**config.mk**
```make
export PLATFORM = sky130hd
export DESIGN_NAME = ex_div_seq_flat
export DESIGN_NICKNAME = d
export VERILOG_FILES = /design/src/rtl/ex_div_if.sv /design/src/rtl/ex_div_seq.sv /design/src/flat_wrapper.sv
export SDC_FILE = /design/constraint.sdc
export NUM_CORES = 1
export LEC_CHECK = 0
export BUFFER_PORTS_ARGS = -buffer_cell sky130_fd_sc_hd__clkbuf_2
export CORE_ASPECT_RATIO = 0.75
export CORE_MARGIN = 2
export CORE_UTILIZATION = 51
export DETAILED_ROUTE_END_ITERATION = 10
export PLACE_DENSITY_LB_ADDON = 0.12
export SLEW_MARGIN = 20
export SYNTH_ARGS = -nofsm -noshare
export SYNTH_HDL_FRONTEND = slang
export SYNTH_SLANG_ARGS = --single-unit
```
**constraint.sdc**
```tcl
create_clock -name clk -period 2.77 [get_ports clk]
set_clock_uncertainty 0.05 [all_clocks]
set_input_delay 0.4155 -clock clk [delete_from_list [all_inputs] [get_ports clk]]
set_output_delay 0.4155 -clock clk [all_outputs]
set_load 0.1 [all_outputs]
```
**src/rtl/ex_div_if.sv**
```systemverilog
// ex_div_if: EX-stage <-> divide sequencer handshake and operand bus.
// The master modport is the EX side and the slave modport is the divider.
`timescale 1ns/1ps
interface ex_div_if #(
  parameter int DATA_W = 32
);
  logic                start_i;
  logic                annul_i;
  logic                signed_i;
  logic [DATA_W-1:0]   opdata1_i;
  logic [DATA_W-1:0]   opdata2_i;
  logic [2*DATA_W-1:0] result_o;
  logic                ready_o;
  logic                stall_req_o;

  modport master (
    output start_i, annul_i, signed_i, opdata1_i, opdata2_i,
    input  result_o, ready_o, stall_req_o
  );

  modport slave (
    input  start_i, annul_i, signed_i, opdata1_i, opdata2_i,
    output result_o, ready_o, stall_req_o
  );
endinterface

```
**src/rtl/ex_div_seq.sv**
```systemverilog
// ex_div_seq: multi-cycle restoring shift-subtract divider for DIV/DIVU.
// result_o = {remainder, quotient}. Synchronous active-high reset (rst).
// Optional macro DIV_EARLY_OUT_EN: finishes in two edges when the dividend
// magnitude is below the divisor magnitude (quotient 0, remainder = dividend).
`timescale 1ns/1ps
module ex_div_seq #(
  parameter int DATA_W = 32
) (
  input  logic     clk,
  input  logic     rst,
  ex_div_if.slave  bus
);

  localparam int CNT_W = $clog2(DATA_W + 1);

  typedef enum logic [1:0] {
    FREE   = 2'd0,
    BYZERO = 2'd1,
    ON     = 2'd2,
    END    = 2'd3
  } state_t;

  state_t state;
  state_t state_next;

  logic [CNT_W-1:0]    cnt;
  logic [DATA_W-1:0]   quo;
  logic [DATA_W-1:0]   rem;
  logic [DATA_W-1:0]   divisor;
  logic                neg_quo;
  logic                neg_rem;
  logic [2*DATA_W-1:0] result;
  logic                ready;

  logic                op1_neg;
  logic                op2_neg;
  logic [DATA_W-1:0]   op1_mag;
  logic [DATA_W-1:0]   op2_mag;
  logic                accept;
  logic [DATA_W:0]     shifted;
  logic                fits;
  logic [DATA_W-1:0]   rem_sub;
  logic [DATA_W-1:0]   quo_fix;
  logic [DATA_W-1:0]   rem_fix;
  logic                steps_done;

`ifdef DIV_EARLY_OUT_EN
  logic                early;
  logic [DATA_W-1:0]   early_rem;
`endif

  // Operand magnitudes, one restoring step and final sign correction.
  always_comb begin
    op1_neg    = bus.signed_i & bus.opdata1_i[DATA_W-1];
    op2_neg    = bus.signed_i & bus.opdata2_i[DATA_W-1];
    op1_mag    = op1_neg ? (~bus.opdata1_i + 1'b1) : bus.opdata1_i;
    op2_mag    = op2_neg ? (~bus.opdata2_i + 1'b1) : bus.opdata2_i;
    accept     = bus.start_i & ~bus.annul_i;
    shifted    = {rem, quo[DATA_W-1]};
    fits       = (shifted >= {1'b0, divisor});
    rem_sub    = shifted[DATA_W-1:0] - divisor;
    quo_fix    = neg_quo ? (~quo + 1'b1) : quo;
    rem_fix    = neg_rem ? (~rem + 1'b1) : rem;
    steps_done = (cnt == CNT_W'(DATA_W));
`ifdef DIV_EARLY_OUT_EN
    early_rem  = neg_rem ? (~quo + 1'b1) : quo;
`endif
  end

  // State register.
  always_ff @(posedge clk) begin
    if (rst) state <= FREE;
    else     state <= state_next;
  end

  // Next-state decode and the combinational stall request.
  always_comb begin
    state_next      = state;
    bus.stall_req_o = (bus.start_i & (state != END)) | (state == ON) | (state == BYZERO);
    case (state)
      FREE: begin
        if (accept) begin
          if (bus.opdata2_i == '0) state_next = BYZERO;
          else                     state_next = ON;
        end
      end
      BYZERO: state_next = END;
      ON: begin
        if (bus.annul_i) state_next = FREE;
`ifdef DIV_EARLY_OUT_EN
        else if (early)  state_next = END;
`endif
        else if (steps_done) state_next = END;
      end
      END: begin
        if (!bus.start_i) state_next = FREE;
      end
      default: state_next = FREE;
    endcase
  end

  // Datapath: operand latch, iteration, result load and release.
  always_ff @(posedge clk) begin
    if (rst) begin
      cnt     <= '0;
      quo     <= '0;
      rem     <= '0;
      divisor <= '0;
      neg_quo <= 1'b0;
      neg_rem <= 1'b0;
      result  <= '0;
      ready   <= 1'b0;
`ifdef DIV_EARLY_OUT_EN
      early   <= 1'b0;
`endif
    end else begin
      case (state)
        FREE: begin
          if (accept && (bus.opdata2_i != '0)) begin
            cnt     <= '0;
            rem     <= '0;
            quo     <= op1_mag;
            divisor <= op2_mag;
            neg_quo <= op1_neg ^ op2_neg;
            neg_rem <= op1_neg;
`ifdef DIV_EARLY_OUT_EN
            early   <= (op1_mag < op2_mag);
`endif
          end
        end
        BYZERO: begin
          result <= '0;
          ready  <= 1'b1;
        end
        ON: begin
          if (bus.annul_i) begin
            ready <= 1'b0;
          end
`ifdef DIV_EARLY_OUT_EN
          else if (early) begin
            result <= {early_rem, {DATA_W{1'b0}}};
            ready  <= 1'b1;
          end
`endif
          else if (!steps_done) begin
            rem <= fits ? rem_sub : shifted[DATA_W-1:0];
            quo <= {quo[DATA_W-2:0], fits};
            cnt <= cnt + 1'b1;
          end else begin
            result <= {rem_fix, quo_fix};
            ready  <= 1'b1;
          end
        end
        END: begin
          if (!bus.start_i) begin
            result <= '0;
            ready  <= 1'b0;
          end
        end
        default: ;
      endcase
    end
  end

  assign bus.result_o = result;
  assign bus.ready_o  = ready;

endmodule
```
**src/flat_wrapper.sv**
```systemverilog
// flat-port wrapper written by rule: the top's interface ports become plain ports
module ex_div_seq_flat 
#(
  parameter int DATA_W = 32
)
  (clk, rst, bus_start_i, bus_annul_i, bus_signed_i, bus_opdata1_i, bus_opdata2_i, bus_result_o, bus_ready_o, bus_stall_req_o);
  ex_div_if #(.DATA_W(DATA_W)) bus_i ();
  input  logic clk;
  input  logic rst;
  input wire logic [$bits(bus_i.start_i)-1:0] bus_start_i;
  input wire logic [$bits(bus_i.annul_i)-1:0] bus_annul_i;
  input wire logic [$bits(bus_i.signed_i)-1:0] bus_signed_i;
  input wire logic [$bits(bus_i.opdata1_i)-1:0] bus_opdata1_i;
  input wire logic [$bits(bus_i.opdata2_i)-1:0] bus_opdata2_i;
  output wire logic [$bits(bus_i.result_o)-1:0] bus_result_o;
  output wire logic [$bits(bus_i.ready_o)-1:0] bus_ready_o;
  output wire logic [$bits(bus_i.stall_req_o)-1:0] bus_stall_req_o;
  assign bus_i.start_i = bus_start_i;
  assign bus_i.annul_i = bus_annul_i;
  assign bus_i.signed_i = bus_signed_i;
  assign bus_i.opdata1_i = bus_opdata1_i;
  assign bus_i.opdata2_i = bus_opdata2_i;
  assign bus_result_o = bus_i.result_o;
  assign bus_ready_o = bus_i.ready_o;
  assign bus_stall_req_o = bus_i.stall_req_o;
  ex_div_seq #(.DATA_W(DATA_W)) u_core (.clk(clk), .rst(rst), .bus(bus_i));
endmodule
```
Word level (Yosys, flattened, before mapping)
Cells that the tools add are included.
Cells by class
  order comparisons: 1
  bitwise operators: 12
  multiplexer cells: 31
  reduce and logical (&&, ||, !) cells: 11
  add/sub/neg operators: 6
  equality and inequality tests: 12
Operators by type and width (count)
  2-to-1 mux 32 bit: 11
  2-to-1 mux 64 bit: 3
  one-hot mux 64 bit (3 select lines): 1
  adder 32 x 1 -> 32 bit (second input constant): 4
  NOT 32 bit: 4
  one-hot mux 32 bit (2 select lines): 2
  greater-or-equal comparator 33 x 32 -> 1 bit: 1
  logical NOT 32 bit: 1
  nonzero test 32 bit: 1
  subtractor 32 bit: 1
  2-to-1 mux 6 bit: 3
  one-hot mux 6 bit (2 select lines): 1
  2-to-1 mux 2 bit: 5
  inequality test 2 bit (second input constant): 4
  one-hot mux 2 bit (4 select lines): 1
  AND reduction 4 bit: 2
  adder 6 x 1 -> 6 bit (second input constant): 1
  equality test 6 bit (second input constant): 1
  inequality test 2 x 1 -> 1 bit (second input constant): 3
  AND reduction 3 bit: 2
  AND 1 bit: 4
  equality test 2 bit (second input constant): 2
  2-to-1 mux 1 bit: 3
  inequality test 3 x 2 -> 1 bit (second input constant): 1
  other kinds (10): 11
Word-level totals
  word-level logic and storage cells: 82
  input bits: 69
  register bits: 171
  output and inout port bits: 66

Logic depth before layout (Yosys ltp)
Gate-level depths: netlist of run 1.
  depth in word-level cells: 6
  mapped depth: 14
  depth with buffers taken out: 13

Worst setup path before layout of run 1
No wires, ideal clock.
  path kind: register -> register
  start: register u_core.rem[0]
  end: register u_core.rem[8]
  buffers on the path: 2
  required time: 2.590 ns
  slack: -0.123 ns
  arrival time: 2.713 ns
  period minus slack after synthesis: 2.893 ns
  setup time: 0.130 ns
  cell stages (with the launch flop): 13
  path through: dfxtp_1 > ha_1 > nor2b_1 > o31a_1 > o21ai_1 > a211oi_1 > o21a_1 > o21ai_1 > a21o_1 > clkbuf_1 > buf_2 > mux2i_1 > o21ai_0
Between the ends
  word-level cells in the longest chain between the ends: 5
  elaborated cells between the ends (all ways): 6
  those cells by class: add/sub: 1; order compare: 1; mux: 4
Ends and longest elaborated chain
  start, declared: line ex_div_seq.sv:28  | logic [DATA_W-1:0] rem;
  start signal, assigned: line ex_div_seq.sv:146  | rem <= fits ? rem_sub : shifted[DATA_W-1:0];
  subtractor 32 bit or greater-or-equal comparator 33 x 32 -> 1 bit (tied branches): line ex_div_seq.sv:61, ex_div_seq.sv:60
  2-to-1 mux 32 bit (*): line ex_div_seq.sv:146
  2-to-1 mux 32 bit (*): line ex_div_seq.sv:145  | else if (!steps_done) begin
  2-to-1 mux 32 bit (*): line ex_div_seq.sv:136  | if (bus.annul_i) begin
  one-hot mux 32 bit (2 select lines) (*): line ex_div_seq.sv:117  | case (state)
Mark *: on every way between the ends. The rest lies on a longest branch, timed or not. The select of a mux whose other input is x is not followed.
A chain may end at the register's enable or synchronous reset.

Worst setup path after layout of run 1
  start: register u_core.divisor[13]
  end: register u_core.rem[15]
Between the ends
  word-level cells in the longest chain between the ends: 5
  elaborated cells between the ends (all ways): 6
  those cells by class: add/sub: 1; order compare: 1; mux: 4
Ends and longest elaborated chain
  start, declared: line ex_div_seq.sv:29  | logic [DATA_W-1:0] divisor;
  start signal, assigned: line ex_div_seq.sv:123  | divisor <= op2_mag;
  subtractor 32 bit or greater-or-equal comparator 33 x 32 -> 1 bit (tied branches): line ex_div_seq.sv:61, ex_div_seq.sv:60
  2-to-1 mux 32 bit (*): line ex_div_seq.sv:146
  2-to-1 mux 32 bit (*): line ex_div_seq.sv:145
  2-to-1 mux 32 bit (*): line ex_div_seq.sv:136
  one-hot mux 32 bit (2 select lines) (*): line ex_div_seq.sv:117
Marked as above.

==> flow_summary_export.csv, run 1 <==
group,metric,value,unit
outcome,outcome,"finished, violations left",
outcome,failed_checks,"negative setup slack",
yosys,synth_most_common_cell,"dfxtp_1",
timing,min_period,2.90,ns
yosys,yosys.area.top_type_share,31.8,%
cts,cts_buffer_depth,2,
grt,antenna_found_initial,0,
yosys,synthDistinctLibCells,65,
worst_setup_path,slowest_delay,0.55,ns
cts,tritoncts,"yes",
cts,ctsRootBufferMaster,"clkbuf_16",
cells_and_area,final_cell_count_no_fill,1969,
power_and_ir_drop,p_sw_share,31.0,%
yosys,synthFlopType,"dfxtp_1",
cells_and_area,fin_area,0.0145,mm^2
min_path,min-delay-start,"bus_opdata2_i[23]",
yosys,ys_ff_latch,171,
placed_design,routabilityCongestion,0.917,
grt,grt_pass1_vias,9678,
min_path,whs_path_depth,3,
worst_setup_path,crit_path_start,"u_core.divisor[13]",
timing,slew_headroom,48.9,%
yosys,ys_top_cells_by_count,"dfxtp_1, nor2_1, nand2_1, a21oi_1, xnor2_1",
worst_setup_path,crit_top_cell,"a22o_1",
detailed_routing,wl,35500,um
yosys,syn_inst,1385,
placed_design,dpl.hpwl,26700,um
yosys,async_flop_share,0,%
worst_setup_path,r2r_start,"u_core.divisor[13]",
detailed_routing,ant_nets,0,
timing,final-setup-viol-count,27,
power_and_ir_drop,intPower,4560,uW
power_and_ir_drop,ir_drop,0.465,mV
yosys,synth_nets,1493,
power_and_ir_drop,switching_power,2050,uW
cts,cts.clk_slew.worst_paths,0.07,ns
cells_and_area,fin_nets,1782,
timing,max_freq,0.344,GHz
yosys,synth_area_per_cell,7.77,um^2
yosys,synth_area_leaders,"dfxtp_1, xnor2_1, xor2_1, a21oi_1, nor2_1",
power_and_ir_drop,power_frac_clock,38.4,%
yosys,synth-edff-count,0,
timing,worst_slew_pin_slew,0.761,ns
grt,grt_pass1_wl,53700,um
yosys,yosysSeqAreaShare,31.8,%
worst_setup_path,cp_num_buf_inv,2,
detailed_routing,wire_per_inst,18.0,um
floorplanning,design.die.area,0.0223,mm^2
worst_setup_path,path_delay_family,"compound AO/OA/AOI/OAI gates",
worst_setup_path,crit_path_start_kind,"flop",
timing,rsz0062_at_grt,"true",
timing,hold_violations,0,
cells_and_area,n_antenna_cell,0,
grt,grt.overflow.total,0,
cts,htree_levels,4,
detailed_routing,via_per_inst,5.74,
worst_setup_path,cp_cell_sequence,"inv_4 > ha_4 > nand4_1 > or4_4 > nor3_4 > a21oi_2 > a21boi_2 > a22o_1 > a21o_4 > buf_6 > mux2_2 > a22o_1",
cells_and_area,area_growth,35.0,%
yosys,yosysTopAreaCell,"dfxtp_1",
timing,setup_slack,-0.134,ns
grt,grt_max_degree,59,
worst_setup_path,cp.depth,12,
detailed_routing,vias,11303,
worst_setup_path,rr_worst_depth,12,
detailed_routing,route.detailed.drc,0,
cts,cts_buffers,17,
timing,period_share,105,%
yosys,yosysWarnings,0,
worst_setup_path,critical_path_required,3.05,ns
placed_design,dpl_cell_area,0.0130,mm^2
floorplanning,die_height,130,um
worst_setup_path,critPathCaptureType,"flop",
worst_setup_path,worstSetupPathType,"reg2reg",
power_and_ir_drop,p_leak,0.00623,uW
timing,maxSlewViolCount,0,
yosys,syn_area,0.0108,mm^2
power_and_ir_drop,seq_power_share,39.2,%
flow_run,drv_cap,0,
floorplanning,core.rowCount,45,
detailed_routing,firstDrtPassIters,7,
worst_setup_path,critical_path_arrival,3.18,ns
detailed_routing,drtIter0Drc,986,
placed_design,portBuffers,134,
cells_and_area,drive_gt1_share,30.2,%
floorplanning,io_pins,135,
power_and_ir_drop,powerDensity,455,mW/mm^2
cts,clkSinkCount,171,
floorplanning,die_x,172,um
floorplanning,core_area,0.0204,mm^2
placed_design,placed_cells,1913,
grt,grt_usage,31.1,%
worst_setup_path,crit_slowest_cell,"or4_4",
cts,clkLatencyLatePin,0.44,ns
power_and_ir_drop,combPwrFrac,22.4,%
min_path,hp-class,"in2reg",
worst_setup_path,cp_max_fo,4,
floorplanning,start_util,52.6,%
worst register-to-register path, delay by kind of cell, from the launching register on:
family                     cells  cell delay (ns)
muxes                          1             0.26
adders and majority gates      1             0.27
DFF                            1             0.34
and+or+nand+nor                3             0.81
buffers and inverters          2             0.17
AOI/OAI and AO/OA              5             0.89
kinds of logic (layout without fill, tap and decap cells):
| group | Yosys count | in the layout | synth area share, % |
|---|---|---|---|
| simple gates | 435 | 435 | 18.7 |
| compound gates | 426 | 426 | 25.5 |
| flops | 171 | 171 | 31.8 |
| xor+xnor | 147 | 147 | 12.0 |
| buf+inv | 145 | 447 | 5.33 |
| fa+ha+maj | 39 | 39 | 4.61 |
| mux | 22 | 22 | 2.07 |
what timing repair did:
item | CTS | global route
cloned | 1 | 0
gates resized for setup | 83 | 71
pin swaps | 38 | 41
hold buffers | 0 | 0
setup endpoints to repair | 40 | 54
setup buffers | 14 | 9
sequential cells by signal (all words and copies together), names as in the netlist:
| signal | count |
|---|---|
| u_core.bus.result_o | 64 |
| u_core.divisor | 32 |
| u_core.quo | 32 |
| u_core.rem | 32 |
| u_core.cnt | 6 |
| u_core.state | 2 |
| u_core.bus.ready_o | 1 |
| u_core.neg_quo | 1 |
| u_core.neg_rem | 1 |
routing by layer:
layer  GRT usage [%]  part of all wire [%]  vias up
met5               0                     0        -
met4            4.64                  0.66        0
met3            7.43                    10       18
met2            39.5                    37      496
met1            51.7                    52     5254
li1                -                     -     5535
power by group through the flow:
stage / logic (uW) / clock network [uW] / registers (uW)
floorplan: 748 / 0 / 2630
global placement: 1290 / 0 / 2630
detailed placement: 1310 / 0 / 2640
CTS: 1360 / 2560 / 2590
global route: 1600 / 2670 / 2600
finish: 1480 / 2540 / 2590
through the flow:
stage | utilization [%] | hold slack, ns | total power (uW) | setup slack, ns | setup TNS (ns)
3_5_place_dp | 63.8 | 0.392 | 3940 | -0.249 | -4.91
3_3_place_gp | 63.8 | 0.386 | 3930 | -0.189 | -2.10
6_report | 71.1 | 0.256 | 6610 | -0.134 | -1.86
4_1_cts | 69.1 | 0.250 | 6500 | -0.112 | -1.42
5_1_grt | 71.1 | 0.279 | 6860 | -0.232 | -5.71
2_1_floorplan | - | 0.382 | 3380 | -0.00979 | -0.0264
area by class of cell:
class	instances	area (um^2)
Inverter	60	228
Clock buffer	17	425
Sequential cell	171	3450
Fill cell	1684	5910
Multi-Input combinational cell	1069	7370
Clock inverter	15	200
Timing Repair Buffer	355	2500
Tap cell	282	353
layout by cell type, fill, tap and decap left out, types with 12 or more instances in the layout:
cell         n
buf_4      201
nor2_1     151
dfxtp_1    150
nand2_1    137
clkbuf_2   133
a21oi_1    113
xnor2_1     77
xor2_1      67
o21ai_0     53
inv_1       51
a22oi_1     38
a211oi_1    38
o21ai_1     35
nor3_1      29
o31ai_1     26
ha_1        25
mux2i_1     20
dfxtp_2     20
clkbuf_16   17
o211ai_1    16
nand3_1     15
a21o_1      13
ha_4        12
final timing paths:
kind | endpoint | slack [ns]
worst min-delay path | u_core.divisor[23] | 0.26
worst max register to register | u_core.rem[15] | -0.13
worst min register to register | u_core.bus.result_o[30] | 0.40
worst max-delay path | u_core.rem[15] | -0.13
Note: power is estimated with default switching activity, not from simulation.
==> run 2, diff against run 1 <==
CORE_UTILIZATION = 53   (was 51)
==> run 2 against run 1 <==
Effect of this change: the flow still finishes with violations (negative setup slack); register-to-register slack better by 0.04 ns; cell area decreased by 1.2%; setup slack better by 0.045 ns; critical path depth rose by 1; wire length down 0.92%; via count is 1.1% higher; sequential power about the same; clock-buffer cell count is the same; flip-flop and latch count did not move; first-iteration DRC count increased by 11%; combinational power hardly changed; critical path type unchanged.
==> flow_summary_export.csv, run 2 (synthesized netlist as in run 1, its figures left out) <==
group,metric,value,unit
timing,max_freq,0.350,GHz
placed_design,portBuffers,134,
floorplanning,core_area,0.0200,mm^2
cells_and_area,n_antenna_cell,0,
timing,setup_slack,-0.0889,ns
floorplanning,die_height,127,um
cts,clkSinkCount,171,
worst_setup_path,cp_max_fo,8,
detailed_routing,met1_length,17600,um
detailed_routing,ant_nets,0,
cts,tritoncts,"yes",
worst_setup_path,crit_path_start_kind,"flop",
grt,grt_pass1_wl,54900,um
power_and_ir_drop,powerDensity,451,mW/mm^2
power_and_ir_drop,combPwrFrac,22.5,%
placed_design,routabilityCongestion,1.02,
detailed_routing,routed.top_layer,"met4",
cts,clkLatencyLatePin,0.44,ns
timing,slew_headroom,27.0,%
placed_design,pre_cts_ws,-0.208,ns
grt,antenna_found_initial,0,
grt,grt_max_degree,57,
min_path,hp-class,"in2reg",
cells_and_area,drive_gt1_share,29.8,%
timing,min_period,2.86,ns
power_and_ir_drop,switching_power,2020,uW
min_path,whs_path_depth,3,
worst_setup_path,worstSetupPathType,"reg2reg",
detailed_routing,dr_wl_met3,3760,um
floorplanning,die_x,169,um
cells_and_area,mostFrequentLayoutCells,"buf_4, dfxtp_1, nor2_1",
placed_design,dpl.hpwl,26600,um
cts,cts_buffers,17,
cells_and_area,layout_commonest_cell,"buf_4",
flow_run,drv_cap,0,
cts,cts_buffer_depth,2,
grt,grt_usage,32.3,%
timing,hold_violations,0,
power_and_ir_drop,p_sw_share,31.2,%
cts,hold_buffers,0,
cts,htree_levels,4,
timing,worst_slew_pin_slew,1.09,ns
worst_setup_path,critical_path_arrival,3.12,ns
timing,rsz0062_at_grt,"true",
timing,period_share,103,%
worst_setup_path,critical_path_required,3.03,ns
cts,ctsRootBufferMaster,"clkbuf_16",
timing,final-setup-viol-count,23,
detailed_routing,wire_per_inst,18.2,um
worst_setup_path,rr_worst_depth,13,
detailed_routing,met2WireLength,13500,um
grt,grt_pass1_vias,10294,
power_and_ir_drop,seq_power_share,40.0,%
detailed_routing,via_per_inst,5.90,
floorplanning,design.die.area,0.0215,mm^2
cells_and_area,largest_reg_flops,64,
cells_and_area,area_growth,33.4,%
grt,grt.overflow.total,0,
worst_setup_path,critPathCaptureType,"flop",
power_and_ir_drop,total_power,6480,uW
power_and_ir_drop,p_leak,0.00615,uW
power_and_ir_drop,intPower,4460,uW
floorplanning,io_pins,135,
cts,cts.clk_slew.worst_paths,0.07,ns
outcome,outcome,"finished, violations left",
detailed_routing,firstDrtPassIters,5,
floorplanning,start_util,53.7,%
detailed_routing,wl,35200,um
outcome,failed_checks,"negative setup slack",
detailed_routing,vias,11425,
detailed_routing,route.detailed.drc,0,
cells_and_area,fin_nets,1774,
floorplanning,core.rowCount,45,
timing,maxSlewViolCount,0,
power_and_ir_drop,ir_drop,0.436,mV
power_and_ir_drop,power_frac_clock,37.5,%
detailed_routing,drtIter0Drc,1093,
==> run 2: cell types whose count changed in the layout (fill, tap and decap cells not counted), sizes merged <==
| cell | change |
|---|---|
| buf | -9 |
| clkbuf | +1 |
| clkinv | +1 |
| bufinv | -1 |
==> run 2: repair_timing <==
| action | 4_1_cts | 5_1_grt |
|---|---|---|
| buffers inserted | 6 | 5 |
| cloned | 0 | 1 |
| pin swaps | 31 | 25 |
| resized for setup | 64 | 76 |
| hold endpoints to repair | 0 | 0 |
| endpoints found under the setup margin | 43 | 52 |
==> run 2: area by class of cell <==
type	instances	area (um^2)
Sequential cell	171	3440
Clock inverter	15	179
Inverter	60	225
Fill cell	1637	5690
Timing Repair Buffer	347	2410
Clock buffer	17	425
Multi-Input combinational cell	1069	7340
Tap cell	258	323
==> run 2: power groups by stage <==
stage                     clock [uW]  sequential (uW)  combinational (uW)
after global routing            2540             2590                1570
after detailed placement           0             2640                1300
after floorplan                    0             2630                 748
final                           2430             2590                1460
after global placement             0             2630                1290
after CTS                       2460             2580                1350
==> run 2: critical path, stage by stage (launching register included) <==
cell	delay, ns
dfxtp_2	0.33
inv_2	0.05
ha_4	0.26
nand4_1	0.10
or4_4	0.57
nor3_4	0.14
a21oi_2	0.07
a21boi_2	0.17
a22o_1	0.20
a21o_4	0.22
buf_6	0.15
buf_12	0.15
mux2i_1	0.16
o21ai_1	0.10
==> run 2: metal layers <==
metal	vias up	GRT usage [%]
li1	5500	-
met1	5369	52.0
met2	532	42.8
met3	24	8.18
met4	0	5.53
met5	-	0
==> run 2: worst paths after layout <==
| kind | slack [ns] | endpoint | startpoint |
|---|---|---|---|
| worst max-delay path | -0.09 | u_core.rem[14] | u_core.divisor[16] |
| worst min-delay path | 0.24 | u_core.divisor[23] | bus_opdata2_i[23] |
| worst max register to register | -0.09 | u_core.rem[14] | u_core.divisor[16] |
| worst min register to register | 0.40 | u_core.bus.result_o[62] | u_core.bus.result_o[62] |
==> run 2: metrics by stage <==
step | util (%) | cell area (um^2) | hold WS [ns] | setup TNS (ns) | instances
after floorplan | - | 10800 | 0.382 | -0.0264 | 1385
after global placement | 65.1 | 13100 | 0.387 | -1.64 | 1894
after detailed placement | 65.1 | 13100 | 0.392 | -4.30 | 1894
after CTS | 69.6 | 14000 | 0.234 | -0.827 | 1931
after global routing | 71.6 | 14400 | 0.276 | -4.76 | 1937
final | 71.6 | 14400 | 0.240 | -1.06 | 1937
